$ cat config.mk
export PLATFORM = sky130hd
export DESIGN_NAME = sfifo_wr_arb_flat
export DESIGN_NICKNAME = d
export VERILOG_FILES = /design/src/rtl/sfifo_wr_arb_pkg.sv /design/src/rtl/sfifo_wr_arb_if.sv /design/src/rtl/sfifo_wr_arb_rr_pick.sv /design/src/rtl/sfifo_wr_arb.sv /design/src/flat_wrapper.sv
export SDC_FILE = /design/constraint.sdc
export NUM_CORES = 1
export LEC_CHECK = 0
export CELL_PAD_IN_SITES_DETAIL_PLACEMENT = 0
export CELL_PAD_IN_SITES_GLOBAL_PLACEMENT = 1
export CORE_MARGIN = 4
export CORE_UTILIZATION = 15
export DETAILED_ROUTE_END_ITERATION = 8
export PLACE_DENSITY = 0.84
export REMOVE_ABC_BUFFERS = 1
export SLEW_MARGIN = 40
export SYNTH_ARGS = -nofsm -noshare
export SYNTH_HDL_FRONTEND = slang
export SYNTH_HIERARCHICAL = 1
export SYNTH_SLANG_ARGS = --single-unit
$ cat constraint.sdc
create_clock -name Clk -period 2 [get_ports Clk]
set_clock_uncertainty 0.2 [all_clocks]
set_input_delay 0.2 -clock Clk [delete_from_list [all_inputs] [get_ports Clk]]
set_output_delay 0.2 -clock Clk [all_outputs]
set_load 0.01 [all_outputs]
$ cat src/rtl/sfifo_wr_arb_pkg.sv
// Shared types and sizing helpers for the packet-atomic FIFO write arbiter.
// Widths are derived from the parameters through the helper functions below.
package sfifo_wr_arb_pkg;

    typedef enum logic [0:0] {
        ST_IDLE = 1'b0,
        ST_XFER = 1'b1
    } sfa_state_e;

    localparam int unsigned DEF_NUM_REQ    = 4;
    localparam int unsigned DEF_DATA_WIDTH = 32;
    localparam int unsigned DEF_MAX_BEATS  = 16;

    localparam int unsigned CNT_W = $clog2(DEF_MAX_BEATS + 1);
    localparam int unsigned PTR_W = $clog2(DEF_NUM_REQ);

    function automatic int unsigned cnt_width(input int unsigned max_beats);
        return $clog2(max_beats + 1);
    endfunction

    function automatic int unsigned ptr_width(input int unsigned num_req);
        return (num_req < 2) ? 1 : $clog2(num_req);
    endfunction

endpackage

$ cat src/rtl/sfifo_wr_arb_if.sv
// Requester streams plus FIFO write port and status, bundled for the arbiter.
// Handshake: a beat on requester i transfers on a rising Clk edge where ReqValid[i] & ReqReady[i];
// ReqData/ReqLast must hold while ReqValid is high and unaccepted; ReqReady never depends on ReqValid.
interface sfifo_wr_arb_if
    import sfifo_wr_arb_pkg::*;
#(
    parameter int unsigned NUM_REQ    = DEF_NUM_REQ,
    parameter int unsigned DATA_WIDTH = DEF_DATA_WIDTH
);
    logic [NUM_REQ-1:0]            ReqValid;
    logic [NUM_REQ*DATA_WIDTH-1:0] ReqData;
    logic [NUM_REQ-1:0]            ReqLast;
    logic [NUM_REQ-1:0]            ReqReady;
    logic                          FifoWen;
    logic [DATA_WIDTH-1:0]         FifoWData;
    logic                          FifoFull;
    logic [NUM_REQ-1:0]            Grant;
    logic                          PktDone;
    logic                          PktErr;

    modport master (
        input  ReqValid, ReqData, ReqLast, FifoFull,
        output ReqReady, FifoWen, FifoWData, Grant, PktDone, PktErr
    );

    modport slave (
        output ReqValid, ReqData, ReqLast, FifoFull,
        input  ReqReady, FifoWen, FifoWData, Grant, PktDone, PktErr
    );
endinterface

$ cat src/rtl/sfifo_wr_arb_rr_pick.sv
// Combinational rotating priority encoder: first set request at or above ptr, wrapping.
// Rotate right by ptr, isolate lowest set bit, rotate back left by ptr.
module sfifo_wr_arb_rr_pick #(
    parameter int unsigned N  = 4,
    parameter int unsigned PW = 2
) (
    input  logic [N-1:0]  req_i,
    input  logic [PW-1:0] ptr_i,
    output logic [N-1:0]  gnt_o,
    output logic          any_req_o
);
    logic [2*N-1:0] dbl_req;
    logic [2*N-1:0] rot_req;
    logic [N-1:0]   low_req;
    logic [N-1:0]   low_pick;
    logic [2*N-1:0] dbl_pick;

    always_comb begin
        dbl_req   = {req_i, req_i};
        rot_req   = dbl_req >> ptr_i;
        low_req   = rot_req[N-1:0];
        low_pick  = low_req & (~low_req + {{(N-1){1'b0}}, 1'b1});
        dbl_pick  = {low_pick, low_pick} << ptr_i;
        gnt_o     = dbl_pick[2*N-1:N];
        any_req_o = |req_i;
    end
endmodule

$ cat src/rtl/sfifo_wr_arb.sv
// Round-robin, packet-atomic arbiter sharing one FIFO write port among NUM_REQ streams.
// A grant is held until the owner's last beat, or until MAX_BEATS beats force a release.
module sfifo_wr_arb
    import sfifo_wr_arb_pkg::*;
#(
    parameter int unsigned NUM_REQ    = DEF_NUM_REQ,
    parameter int unsigned DATA_WIDTH = DEF_DATA_WIDTH,
    parameter int unsigned MAX_BEATS  = DEF_MAX_BEATS
) (
    input  logic                              Clk,
    input  logic                              ARst,
    sfifo_wr_arb_if.master                    bus,
    output sfa_state_e                        dbg_state_o,
    output logic [ptr_width(NUM_REQ)-1:0]     dbg_ptr_o
);
    localparam int unsigned CntW = cnt_width(MAX_BEATS);
    localparam int unsigned PtrW = ptr_width(NUM_REQ);

    sfa_state_e          state_q, state_d;
    logic [NUM_REQ-1:0]  grant_q, grant_d;
    logic [PtrW-1:0]     ptr_q, ptr_d;
    logic [CntW-1:0]     cnt_q, cnt_d;
    logic                done_q, done_d;
    logic                err_q, err_d;

    logic [NUM_REQ-1:0]    pick;
    logic                  any_req;
    logic [NUM_REQ-1:0]    ready;
    logic                  accept;
    logic                  g_last;
    logic [PtrW-1:0]       gidx;
    logic [PtrW-1:0]       ptr_next;
    logic [CntW-1:0]       cnt_inc;
    logic [DATA_WIDTH-1:0] wdata;

    sfifo_wr_arb_rr_pick #(
        .N  (NUM_REQ),
        .PW (PtrW)
    ) u_pick (
        .req_i     (bus.ReqValid),
        .ptr_i     (ptr_q),
        .gnt_o     (pick),
        .any_req_o (any_req)
    );

    // Owner-side datapath; the grant is one-hot so an OR-mux is sufficient.
    always_comb begin
        gidx  = '0;
        wdata = '0;
        for (int i = 0; i < NUM_REQ; i++) begin
            if (grant_q[i]) begin
                gidx  = PtrW'(i);
                wdata = wdata | bus.ReqData[i*DATA_WIDTH +: DATA_WIDTH];
            end
        end
        ready    = ((state_q == ST_XFER) && !bus.FifoFull) ? grant_q : '0;
        accept   = |(ready & bus.ReqValid);
        g_last   = |(bus.ReqLast & grant_q);
        cnt_inc  = cnt_q + CntW'(1);
        ptr_next = (gidx == PtrW'(NUM_REQ - 1)) ? '0 : gidx + PtrW'(1);
    end

    always_comb begin
        state_d = state_q;
        grant_d = grant_q;
        ptr_d   = ptr_q;
        cnt_d   = cnt_q;
        done_d  = 1'b0;
        err_d   = 1'b0;
        case (state_q)
            ST_IDLE: begin
                if (any_req) begin
                    grant_d = pick;
                    state_d = ST_XFER;
                end
            end
            ST_XFER: begin
                if (accept) begin
                    if (g_last || (cnt_inc == CntW'(MAX_BEATS))) begin
                        state_d = ST_IDLE;
                        grant_d = '0;
                        cnt_d   = '0;
                        ptr_d   = ptr_next;
                        done_d  = g_last;
                        err_d   = ~g_last;
                    end else begin
                        cnt_d = cnt_inc;
                    end
                end
            end
            default: state_d = ST_IDLE;
        endcase
    end

    always_ff @(posedge Clk or posedge ARst) begin
        if (ARst) begin
            state_q <= ST_IDLE;
            grant_q <= '0;
            ptr_q   <= '0;
            cnt_q   <= '0;
            done_q  <= 1'b0;
            err_q   <= 1'b0;
        end else begin
            state_q <= state_d;
            grant_q <= grant_d;
            ptr_q   <= ptr_d;
            cnt_q   <= cnt_d;
            done_q  <= done_d;
            err_q   <= err_d;
        end
    end

    assign bus.ReqReady  = ready;
    assign bus.FifoWen   = accept;
    assign bus.FifoWData = wdata;
    assign bus.Grant     = grant_q;
    assign bus.PktDone   = done_q;
    assign bus.PktErr    = err_q;
    assign dbg_state_o   = state_q;
    assign dbg_ptr_o     = ptr_q;
endmodule
$ cat src/flat_wrapper.sv
// flat-port wrapper written by rule: the top's interface ports become plain ports
module sfifo_wr_arb_flat import sfifo_wr_arb_pkg::*;
#(
    parameter int unsigned NUM_REQ    = DEF_NUM_REQ,
    parameter int unsigned DATA_WIDTH = DEF_DATA_WIDTH,
    parameter int unsigned MAX_BEATS  = DEF_MAX_BEATS
)
  (Clk, ARst, dbg_state_o, dbg_ptr_o, bus_ReqValid, bus_ReqData, bus_ReqLast, bus_FifoFull, bus_ReqReady, bus_FifoWen, bus_FifoWData, bus_Grant, bus_PktDone, bus_PktErr);
  sfifo_wr_arb_if #(.NUM_REQ(NUM_REQ), .DATA_WIDTH(DATA_WIDTH)) bus_i ();
  input  logic Clk;
  input  logic ARst;
  output sfa_state_e dbg_state_o;
  output logic [ptr_width(NUM_REQ)-1:0] dbg_ptr_o;
  input wire logic [$bits(bus_i.ReqValid)-1:0] bus_ReqValid;
  input wire logic [$bits(bus_i.ReqData)-1:0] bus_ReqData;
  input wire logic [$bits(bus_i.ReqLast)-1:0] bus_ReqLast;
  input wire logic [$bits(bus_i.FifoFull)-1:0] bus_FifoFull;
  output wire logic [$bits(bus_i.ReqReady)-1:0] bus_ReqReady;
  output wire logic [$bits(bus_i.FifoWen)-1:0] bus_FifoWen;
  output wire logic [$bits(bus_i.FifoWData)-1:0] bus_FifoWData;
  output wire logic [$bits(bus_i.Grant)-1:0] bus_Grant;
  output wire logic [$bits(bus_i.PktDone)-1:0] bus_PktDone;
  output wire logic [$bits(bus_i.PktErr)-1:0] bus_PktErr;
  assign bus_i.ReqValid = bus_ReqValid;
  assign bus_i.ReqData = bus_ReqData;
  assign bus_i.ReqLast = bus_ReqLast;
  assign bus_i.FifoFull = bus_FifoFull;
  assign bus_ReqReady = bus_i.ReqReady;
  assign bus_FifoWen = bus_i.FifoWen;
  assign bus_FifoWData = bus_i.FifoWData;
  assign bus_Grant = bus_i.Grant;
  assign bus_PktDone = bus_i.PktDone;
  assign bus_PktErr = bus_i.PktErr;
  sfifo_wr_arb #(.NUM_REQ(NUM_REQ), .DATA_WIDTH(DATA_WIDTH), .MAX_BEATS(MAX_BEATS)) u_core (.Clk(Clk), .ARst(ARst), .bus(bus_i), .dbg_state_o(dbg_state_o), .dbg_ptr_o(dbg_ptr_o));
endmodule
# Yosys cells after proc, flatten, opt, wreduce, memory -nomap -nowiden
# Cells that the tools add are included.
# word_totals
reg_bits,14
latch_bits,0
ramBits,0
mem_bits_ro,0
out_inout_bits,46
wordCells,58
mem_count,0
# op_classes
addsub,3
n_mul,0
n_div,0
n_lt_le_gt_ge,0
n_eq_ne,5
n_shift,2
n_mux,24
bitwise_logic,9
n_reduce_logical,9
# ops
operator,count
$mux W32,4
$or A32 B32 Y32,3
$mux W4,4
$and A4 B4 Y4,3
$reduce_or A4 Y1,3
$mux W1,10
$pmux W4 S2,1
$shl A8 B2 Y8,1
$shr A8 B2 Y4,1
$mux W2,3
$reduce_and A3 Y1,2
$add A5 B1 Y5 const B,1
$eq A5 B5 Y1 const B,1
$mux W5,1
$add A4 B1 Y4 const B,1
$ne A2 B2 Y1 const B,2
$not A4 Y4,1
$add A2 B1 Y2 const B,1
$eq A2 B2 Y1 const B,1
$ne A2 B1 Y1 const B,1
$not A1 Y1,2
$pmux W1 S2,1
$reduce_and A2 Y1,1
$logic_and A1 B1 Y1,1
other kinds (2),2

# Depth between registers and ports, before layout
# Gate-level depths: netlist of the first run.
# depth
depth_word,7
depth_mapped,7

# Hierarchy
# The synthesis of the first run kept the hierarchy.
# by_module_without_submodules
mod,instances,cells_each,area_per_inst_um2
sfifo_wr_arb,1,187,1420.1
sfifo_wr_arb_rr_pick,1,19,117.6

# Least setup slack after synthesis of the first run
# No wires, ideal clock.
# synth_path
kind,register to register
startpoint,"reg u_core.grant_q[3], in the netlist u_core/bus.Grant[3]"
endpoint,"reg u_core.ptr_q[0], in the netlist u_core/dbg_ptr_o[0]"
setup_time_ps,125
arrival_time_ps,1705
slack_ps,-30
path_stages_with_launch,8
period_less_slack_ps,2030
path_cell_list,dfrtp_1 > clkbuf_1 > a22o_1 > o21ai_4 > inv_2 > and2_4 > buf_6 > mux2_4
# synth_via
elab_chain_len,4
word_cells_on_any_way,11
# synth_rtl
item,line,text
"start, declared",sfifo_wr_arb.sv:20,"logic [NUM_REQ-1:0] grant_q, grant_d;"
"start signal, assigned",sfifo_wr_arb.sv:105,grant_q <= grant_d;
$mux W4,sfifo_wr_arb.sv:56,ready = ((state_q == ST_XFER) && !bus.FifoFull) ? grant_q : '0;
$and A4 B4 Y4,sfifo_wr_arb.sv:57,accept = |(ready & bus.ReqValid);
$reduce_or A4 Y1,sfifo_wr_arb.sv:57,
net bus_FifoWen,flat_wrapper.sv:19,output wire logic [$bits(bus_i.FifoWen)-1:0] bus_FifoWen;
$reduce_and A3 Y1 (no line),--,
"end signal, assigned",sfifo_wr_arb.sv:106,ptr_q <= ptr_d;
"end, declared",sfifo_wr_arb.sv:21,"logic [PtrW-1:0] ptr_q, ptr_d;"
# The timed path passes the listed nets, and every way through them passes these cells.
# A chain may end at the register's enable or synchronous reset.

# Worst setup path in the final report of the first run
# layout_path
startpoint,"reg u_core.grant_q[2], in the netlist u_core/bus.Grant[2]"
endpoint,out bus_FifoWData[17]
# layout_via
elab_chain_len,3
# layout_rtl
item,line,text
$mux W32 *,sfifo_wr_arb.sv:51,if (grant_q[i]) begin
$or A32 B32 Y32,sfifo_wr_arb.sv:53,wdata = wdata | bus.ReqData[i*DATA_WIDTH +: DATA_WIDTH];
$mux W32 *,sfifo_wr_arb.sv:51,
"end, declared",flat_wrapper.sv:20,output wire logic [$bits(bus_i.FifoWData)-1:0] bus_FifoWData;
# Mark *: on every way between the ends. The rest lies on a longest branch, timed or not.

==> impl_metrics.ini, run 1 <==
[drt]
drt_iter0_markers = 208
via_per_inst = 4.51
final_antenna_net_count = 0
wl_per_cell_microns = 15.7
first_pass_iters = 6
drc = 0
vias = 2415
wl_microns = 8400

[logic_synthesis]
synth.cells.most_frequent = 64 x a22oi_1, 42 x nand2_1, 14 x dfrtp_1
ys_ff_latch = 14
synthArstFlopShare_pct = 100
ys.warnings.count = 6
synth_flop_cell = dfrtp_1
synth.top_cell.area_share_pct = 31.2
yosysMostFrequentCell = a22oi_1
synthTopCellsByArea = a22oi_1 31%, dfrtp_1 23%, nand2_1 10%
synth_area_leader_cell = a22oi_1
syn_area_sq_mm = 0.00154
synth_edf_count = 0
ys_types = 33
syn_inst = 206
syn_area_per_cell_sq_um = 7.46
synth_seq_area_share_pct = 22.8

[status]
run_status = completed

[floorplanning]
die_height_microns = 109
dieWidth_microns = 109
rows = 36
dieArea_sq_mm = 0.0119
core_region_area_sq_mm = 0.00986
start_util_pct = 15.6
ioPinCount = 185

[power]
power.switching_mw = 1.68
p_leak_nw = 1.69
ir_drop_v = 0.000469
p_comb_share_pct = 80.1
power_frac_seq_pct = 14.1
pwr-share-clk_pct = 5.9
power_density_mw_per_mm2 = 1010
p_int_mw = 2.15
total_power_mw = 3.83
switching_share_pct = 43.9

[final_layout]
drive_above_1_share_pct = 12.4
utilization_pct = 38.3
diodes = 0
final-instance-count-excl-fill = 535
nNetsFinal = 544
area_growth_syn_to_layout_pct = 146

[clocking]
htreeDepth = 1
cts-root-buf = clkbuf_8
clock-sinks = 14
cts_tree = yes
clkLatencyLatePin_ns = 0.24
cts.reportedPaths.clkPinSlew_ns = 0.06
cts.path.max_buffers = 2
postCtsHoldBufs = 0
cts_inserted_buffers = 3

[sta]
rsz0062_at_grt = yes
max_freq_ghz = 0.515
post-route-period-util_pct = 97.1
tightest_slew_ns = 0.567
report.final.slew_viol_count = 0
relSlewSlack_pct = 62.2
finalSetupViolCount = 0
setup_ws_ns = 0.0581
min_period_ns = 1.94
hold_ws_ns = 0.114
hold_viol = 0

[place]
gp_congestion = 0.798
port_buffers = 184
dp_hpwl_microns = 6950
pre_cts_ws_ns = -0.0425
dpl.cell_count = 527

[grt]
grt_max_degree = 23
grt_pass1_wl_microns = 12000
overflow = 0
grt_pass1_vias = 2411
antenna_found_initial = 0
grt.total_usage_pct = 12.6

[setup_path]
critPathMaxStageDelay_ns = 0.44
end_kind = primary output
slowest_stage = dfrtp_2
crit_path_cell_trace = buf_4 -> buf_6 -> a22oi_1 -> nand2_1 -> dlygate4sd2_1
cp_max_fo = 14
cp.arrival_ns = 1.54
cp.required_ns = 1.60
startpoint_type = flop
worstSetupPathType = flop to primary output

[run]
cap_violations = 0

[min_path]
hp-class = input pin to async pin
==> per-layer routing <==
metal  vias up  part of all wire [%]  GRT usage (%)
met5         -                     0              0
met4         0                  0.35           2.49
met3         2                    12           3.14
met2       125                    51           23.8
met1      1116                    37           14.3
li1       1172                     -              -
==> cells in the final DEF (no fill, tap or decap), types with 2 or more instances in the layout <==
master,Yosys,layout
a21oi_1,6,6
a22oi_2,0,6
a21o_1,2,2
a22oi_1,64,58
dfrtp_2,0,4
clkdlybuf4s50_1,0,148
buf_6,2,4
nand3_1,3,3
and2_1,5,5
dlygate4sd2_1,0,31
dlymetal6s2s_1,0,4
clkbuf_8,0,3
nor2_1,11,11
mux2i_1,3,3
o21ai_0,6,6
mux2_4,2,2
inv_1,3,3
nor3_1,4,4
nor2b_1,5,4
dfrtp_1,14,10
a22o_1,3,3
buf_12,0,3
buf_4,0,19
o21a_1,2,2
nand2_1,42,42
==> critical path, delay by kind of cell (launching register included) <==
family                 cells  cell delay (ns)
AOI/OAI and AO/OA          1             0.17
DFF                        1             0.44
and+or+nand+nor            1             0.10
buffers and inverters      3             0.59
==> metrics by stage <==
step | area [sq um] | TNS (ns)
floorplan | 1450 | -0.698
global placement | 3660 | -0.0187
detailed placement | 3660 | -0.0629
CTS | 3730 | 0
global route | 3780 | -0.00996
finish | 3780 | 0
==> final cells by class <==
| class | instances | area, sq um |
|---|---|---|
| Inverter | 4 | 15.0 |
| Timing Repair Buffer | 211 | 2080 |
| Tap cell | 133 | 166 |
| Multi-Input combinational cell | 170 | 1130 |
| Sequential cell | 14 | 355 |
| Clock buffer | 3 | 41.3 |
| Fill cell | 1008 | 6080 |
==> flip-flops by register name, summed over array words and instances (netlist names) <==
register / count
u_core/bus.PktDone: 1
u_core/bus.Grant: 4
u_core/dbg_state_o: 1
u_core/cnt_q: 5
u_core/bus.PktErr: 1
u_core/dbg_ptr_o: 2
==> final timing paths <==
check	startpoint	end	slack (ns)	cells past startpoint
min reg2reg	u_core/cnt_q[4]	u_core/cnt_q[4]	0.34	2
max reg2reg	u_core/bus.Grant[2]	u_core/dbg_ptr_o[0]	0.07	6
max	u_core/bus.Grant[2]	bus_FifoWData[17]	0.06	5
max in group asynchronous	ARst	u_core/bus.Grant[0]	1.08	2
min	ARst	u_core/cnt_q[2]	0.11	2
min in group Clk	u_core/cnt_q[4]	u_core/cnt_q[4]	0.34	2
==> cells by family (layout without fill, tap and decap cells) <==
| family | after synthesis | in the layout | share of synthesized area [%] |
|---|---|---|---|
| flops | 14 | 14 | 22.8 |
| compound gates | 90 | 90 | 44.8 |
| simple gates | 74 | 74 | 21.3 |
| fa+ha+maj | 1 | 1 | 0.814 |
| buf+inv | 22 | 218 | 6.43 |
| mux | 5 | 5 | 3.91 |
==> power by group through the flow <==
stage / logic (mW) / clock network (mW) / registers [mW]
3_3_place_gp: 3.26 / 0 / 0.544
2_1_floorplan: 1.15 / 0 / 0.707
6_report: 3.06 / 0.224 / 0.538
3_5_place_dp: 3.29 / 0 / 0.545
4_1_cts: 3.06 / 0.234 / 0.545
5_1_grt: 3.36 / 0.246 / 0.562
==> timing repair <==
| item | 4_1_cts | 5_1_grt |
|---|---|---|
| gates resized for setup | 43 | 12 |
| setup endpoints to repair | 37 | 15 |
| setup buffers | 4 | 1 |
| pin swaps | 0 | 1 |
(Power assumes the default switching activity.)
==> run 2: changes to the inputs <==
CORE_ASPECT_RATIO = 1.5   (was not set)
==> run 2 against run 1 <==
  * First-iteration DRC count decreased by 62%
  * Routed wire length increased by 0.74%
  * Highest routed layer is now met5
  * Worst hold slack got worse by 0.017 ns
==> impl_metrics.ini, run 2 (same netlist as run 1, synthesis figures left out) <==
[grt]
grt.total_usage_pct = 13.5
grt_pass1_vias = 2548
overflow = 0
grt_pass1_wl_microns = 13200
antenna_found_initial = 2
grt_max_degree = 30

[drt]
wl_per_cell_microns = 16.4
wl_met2_microns = 4460
first_pass_iters = 5
top_layer = met5
vias = 2410
via_per_inst = 4.67
m1WireLength_microns = 2950
drc = 0
final_antenna_net_count = 0
wl_met3_microns = 938
wl_microns = 8460
drt_iter0_markers = 79

[final_layout]
max_flop_register = u_core/cnt_q
largest_reg_flops = 5
nNetsFinal = 540
final-instance-count-excl-fill = 516
final_common_cell = clkdlybuf4s50_1
fillers = 1053
area_growth_syn_to_layout_pct = 142
mostFrequentLayoutCells = 151 x clkdlybuf4s50_1, 61 x a22oi_1, 42 x nand2_1, 31 x dlygate4sd2_1, 19 x buf_4
drive_above_1_share_pct = 10.3
design_area_sq_mm = 0.00373
utilization_pct = 37.0

[power]
total_power_mw = 3.88
power.switching_mw = 1.66
p_comb_share_pct = 77.0
power_frac_seq_pct = 13.4
p_leak_nw = 1.64
pwr-share-clk_pct = 9.6
switching_share_pct = 42.9
ir_drop_v = 0.000649
power_density_mw_per_mm2 = 1040
p_int_mw = 2.22

[clocking]
cts_inserted_buffers = 3
cts-root-buf = clkbuf_16
clkLatencyLatePin_ns = 0.24
clock-sinks = 14
cts.path.max_buffers = 2
cts_tree = yes
cts.reportedPaths.clkPinSlew_ns = 0.04
htreeDepth = 1
postCtsHoldBufs = 0

[run]
cap_violations = 0

[place]
place_area_sq_mm = 0.00364
dp_hpwl_microns = 6890
dpl.cell_count = 511
port_buffers = 184
gp_congestion = 0.812
pre_cts_ws_ns = -0.0441

[sta]
report.final.slew_viol_count = 0
hold_ws_ns = 0.0973
finalSetupViolCount = 0
rsz0062_at_grt = yes
relSlewSlack_pct = 63.9
setup_ws_ns = 0.0472
max_freq_ghz = 0.512
hold_viol = 0
min_period_ns = 1.95
tightest_slew_ns = 0.540
tns_ns = 0
post-route-period-util_pct = 97.6

[floorplanning]
core_region_area_sq_mm = 0.0101
die_height_microns = 132
dieWidth_microns = 90.7
start_util_pct = 15.3
dieArea_sq_mm = 0.0120
ioPinCount = 185
rows = 45

[setup_path]
startpoint_type = flop
cp.arrival_ns = 1.55
r2r_cells = 6
endpoint = bus_ReqReady[1]
worst-r2r-setup-slack_ns = 0.06
worstSetupPathType = flop to primary output
crit_start = u_core/bus.Grant[1]
r2r_start = u_core/bus.Grant[3]
cp_max_fo = 12
rr_endpoint = u_core/dbg_ptr_o[0]
cp.required_ns = 1.60
end_kind = primary output

[min_path]
hp-class = input pin to async pin

[status]
run_status = completed
-- run 2: how the worst min path moves through the flow --
stage                                from             endpoint  slack [ns]  cells past startpoint
final                                ARst      u_core/cnt_q[1]         0.1                      2
after global routing                 ARst    u_core/bus.PktErr        0.16                      2
after CTS                            ARst      u_core/cnt_q[1]        0.11                      2
after detailed placement  u_core/cnt_q[4]      u_core/cnt_q[4]        0.33                      2
after global placement    u_core/cnt_q[2]      u_core/cnt_q[2]        0.33                      1
after floorplan                      ARst  u_core/bus.Grant[0]       -0.11                      1
-- run 2: area by class of cell --
type | instances | area [sq um] | area share (%)
Timing Repair Buffer | 207 | 2030 | 54.5
Tap cell | 117 | 146 | 3.93
Sequential cell | 14 | 353 | 9.46
Multi-Input combinational cell | 170 | 1110 | 29.7
Antenna cell | 1 | 2.50 | 0.0671
Clock buffer | 3 | 75.1 | 2.01
Inverter | 4 | 15.0 | 0.403
-- run 2: what timing repair did --
item / 4_1_cts / 5_1_grt
pin swaps: 1 / 0
buffers inserted: 1 / 0
resized for setup: 39 / 3
endpoints found under the setup margin: 34 / 6
-- run 2: worst max-delay path, stage by stage (launching register included) --
cell	delay [ns]
dfrtp_1	0.41
buf_4	0.22
and2_1	0.15
clkdlybuf4s50_1	0.53
-- run 2: power by group through the flow --
stage	Combinational [mW]	Clock [mW]	Sequential, mW
after global routing	3.25	0.391	0.540
after detailed placement	3.30	0	0.519
final	2.99	0.371	0.522
after floorplan	1.15	0	0.707
after CTS	3.05	0.385	0.525
after global placement	3.27	0	0.515
-- run 2: per-layer routing --
layer | GRT usage [%] | vias up
met2 | 26.9 | 127
met4 | 2.81 | 4
li1 | - | 1167
met5 | 0 | -
met1 | 12.9 | 1103
met3 | 4.85 | 9
==> RTL edit: new RTL, config.mk and constraints of run 1 <==
The package constant `DEF_MAX_BEATS` goes from 16 to 8.
--- a/src/rtl/sfifo_wr_arb_pkg.sv
+++ b/src/rtl/sfifo_wr_arb_pkg.sv
@@ -10,5 +10,5 @@
     localparam int unsigned DEF_NUM_REQ    = 4;
     localparam int unsigned DEF_DATA_WIDTH = 32;
-    localparam int unsigned DEF_MAX_BEATS  = 16;
+    localparam int unsigned DEF_MAX_BEATS  = 8;
 
     localparam int unsigned CNT_W = $clog2(DEF_MAX_BEATS + 1);
Formal check against the unedited RTL: not equivalent (a bounded check fails within 10 cycles, from zero or initial values and one cycle with ARst high).
==> RTL edit against run 1 <==
  * Total power increased by 0.24%
  * Maximum frequency down 0.26%
  * Wire length increased by 2.5%
  * Worst setup slack got worse by 5.0 ps
  * Synthesized area is 3.9% lower
  * Sequential cell count decreased by 1
  * Cell area is 1.4% lower
  * Global-route usage rose by 1.1 points
==> RTL edit: results (changes against run 1) <==
stage	metric	value	unit	change
layout	diodes	0		unchanged
synthesis	synth_flop_cell	dfrtp_1		
sta	maxSlewHeadroom	66.3	%	+4.1 points
clocking	cts-root-buf	clkbuf_8		
placement	dp.cells	514		-2.5%
routing	vias	2396		-0.79%
global_routing	grt_max_degree	24		+4.3%
pwr	p_leak	1.62	nW	-4.4%
synthesis	synthArstFlopShare	100	%	unchanged
hold_path	hold_class	in -> async		
clocking	cts_buffers	3		unchanged
placement	port_buffers	184		unchanged
pwr	power_density	1030	nW/um2	+1.6%
worst_setup_path	slowest_delay	530	ps	+90 ps
clocking	clkLatencyLatePin	240	ps	about the same
layout	final_layout_size_suffix_gt1_share	12.6	%	+0.16 points
placement	post-dp-hpwl	6800	um	-2.2%
routing	wl	8610	um	+2.5%
synthesis	synth_edf_count	0		unchanged
global_routing	grt_pass1_vias	2343		-2.8%
routing	wl_per_cell	16.4	um	+4.2%
synthesis	ys_warn_count	6		unchanged
placement	gp_congestion	0.864		+8.2%
global_routing	grt_first_pass_wirelength	12600	um	+4.9%
worst_setup_path	rrSetupSlack	90	ps	+20 ps
layout	fillers	952		-5.6%
global_routing	grt_antenna_before_repair	0		unchanged
clocking	clkTransAtPathRegs	60	ps	about the same
global_routing	grt.total_usage	13.7	%	+1.1 points
synthesis	netlist_instances	199		-3.4%
run_status	status	complete, no violations		
worst_setup_path	arrival	1550	ps	
worst_setup_path	r2r-end	u_core/bus.Grant[2]		
synthesis	synth.area.top_cells	a22oi_1, dfrtp_1, nand2_1		
worst_setup_path	crit_fanout	10		-4
routing	firstDrtPassIters	6		unchanged
worst_setup_path	critPathSlowestCell	clkdlybuf4s50_1		
routing	drtIter0Drc	212		+1.9%
synthesis	synth-seq-area-share	22.0	%	-0.77 points
placement	place_area	3590	um2	-2.1%
layout	fin_nets	538		-1.1%
worst_setup_path	ff2ff_path_depth	6		unchanged
clocking	clockBufferDepth	2		unchanged
clocking	htreeDepth	1		unchanged
pwr	sw_frac_of_total	44.2	%	+0.29 points
synthesis	synth_common_cells	a22oi_1, nand2_1, dfrtp_1, nor2_1, clkbuf_1		
pwr	peakVddDrop	456	uV	-2.8%
sta	timing.hold.ws	93.0	ps	-20.9 ps
placement	dp_worst_setup_slack	-56.9	ps	-14.3 ps
synthesis	synth_cell_types	34		+3.0%
sta	clock.fmax	0.514	GHz	-0.26%
worst_setup_path	crit_start	u_core/bus.Grant[0]		
worst_setup_path	r2r-start	u_core/bus.Grant[2]		
-- RTL edit: timing repair --
item                                   in CTS  in global routing
setup buffers                               6                  1
gates cloned                                1                  0
gates resized for setup                    40                 10
hold buffers                                0                  0
endpoints found under the hold margin       0                  0
pin swaps                                   1                  3
setup endpoints to repair                  36                 14
-- RTL edit: logic make-up after synthesis --
| group | count (synthesis) | synth area share (%) |
|---|---|---|
| AND/OR/NAND/NOR | 67 | 19.5 |
| adder cells (fa/ha/maj) | 1 | 0.847 |
| multiplexers | 5 | 4.06 |
| flip-flops | 13 | 22.0 |
| buffers and inverters | 24 | 6.69 |
| AO/OA/AOI/OAI | 89 | 46.9 |
-- RTL edit: power by group through the flow --
stage / sequential [mW] / clock, mW / combinational, mW
finish: 0.510 / 0.237 / 3.09
global route: 0.534 / 0.254 / 3.37
CTS: 0.516 / 0.243 / 3.06
detailed placement: 0.529 / 0 / 3.18
global placement: 0.529 / 0 / 3.16
floorplan: 0.689 / 0 / 1.13
-- RTL edit: area by class of cell --
| cell class | instances | area (um2) | share of cell area (%) |
|---|---|---|---|
| Clock buffer | 4 | 45.0 | 1.21 |
| Inverter | 7 | 26.3 | 0.705 |
| Multi-Input combinational cell | 162 | 1090 | 29.2 |
| Sequential cell | 13 | 330 | 8.86 |
| Tap cell | 129 | 161 | 4.33 |
| Timing Repair Buffer | 211 | 2080 | 55.7 |
-- RTL edit: how the worst max path moves through the flow --
| stage | endpoint |
|---|---|
| final | bus_ReqReady[0] |
| after global routing | bus_FifoWData[4] |
| after CTS | bus_FifoWData[21] |
| after detailed placement | bus_FifoWen |
| after global placement | bus_FifoWen |
| after floorplan | u_core/dbg_ptr_o[1] |
-- RTL edit: metrics by stage --
step / utilization [%] / setup TNS, ps
after floorplan: - / -447
after global placement: 38.1 / -27.1
after detailed placement: 38.1 / -77.7
after CTS: 39.2 / 0
after global routing: 39.6 / -13.2
final: 39.6 / 0
-- RTL edit: per-layer routing --
metal | GRT usage, % | part of all wire (%) | wire [um]
met3 | 2.46 | 9.0 | 773
met5 | 0 | 0 | 0
met1 | 16.8 | 39 | 3390
met4 | 3.84 | 1.0 | 90
met2 | 24.3 | 51 | 4350
-- RTL edit: worst max-delay path: cells and delay by family, from the launching register on --
family,cells,cell delay (ps)
buffers and inverters,2,750
DFF,1,410
and+or+nand+nor,1,140
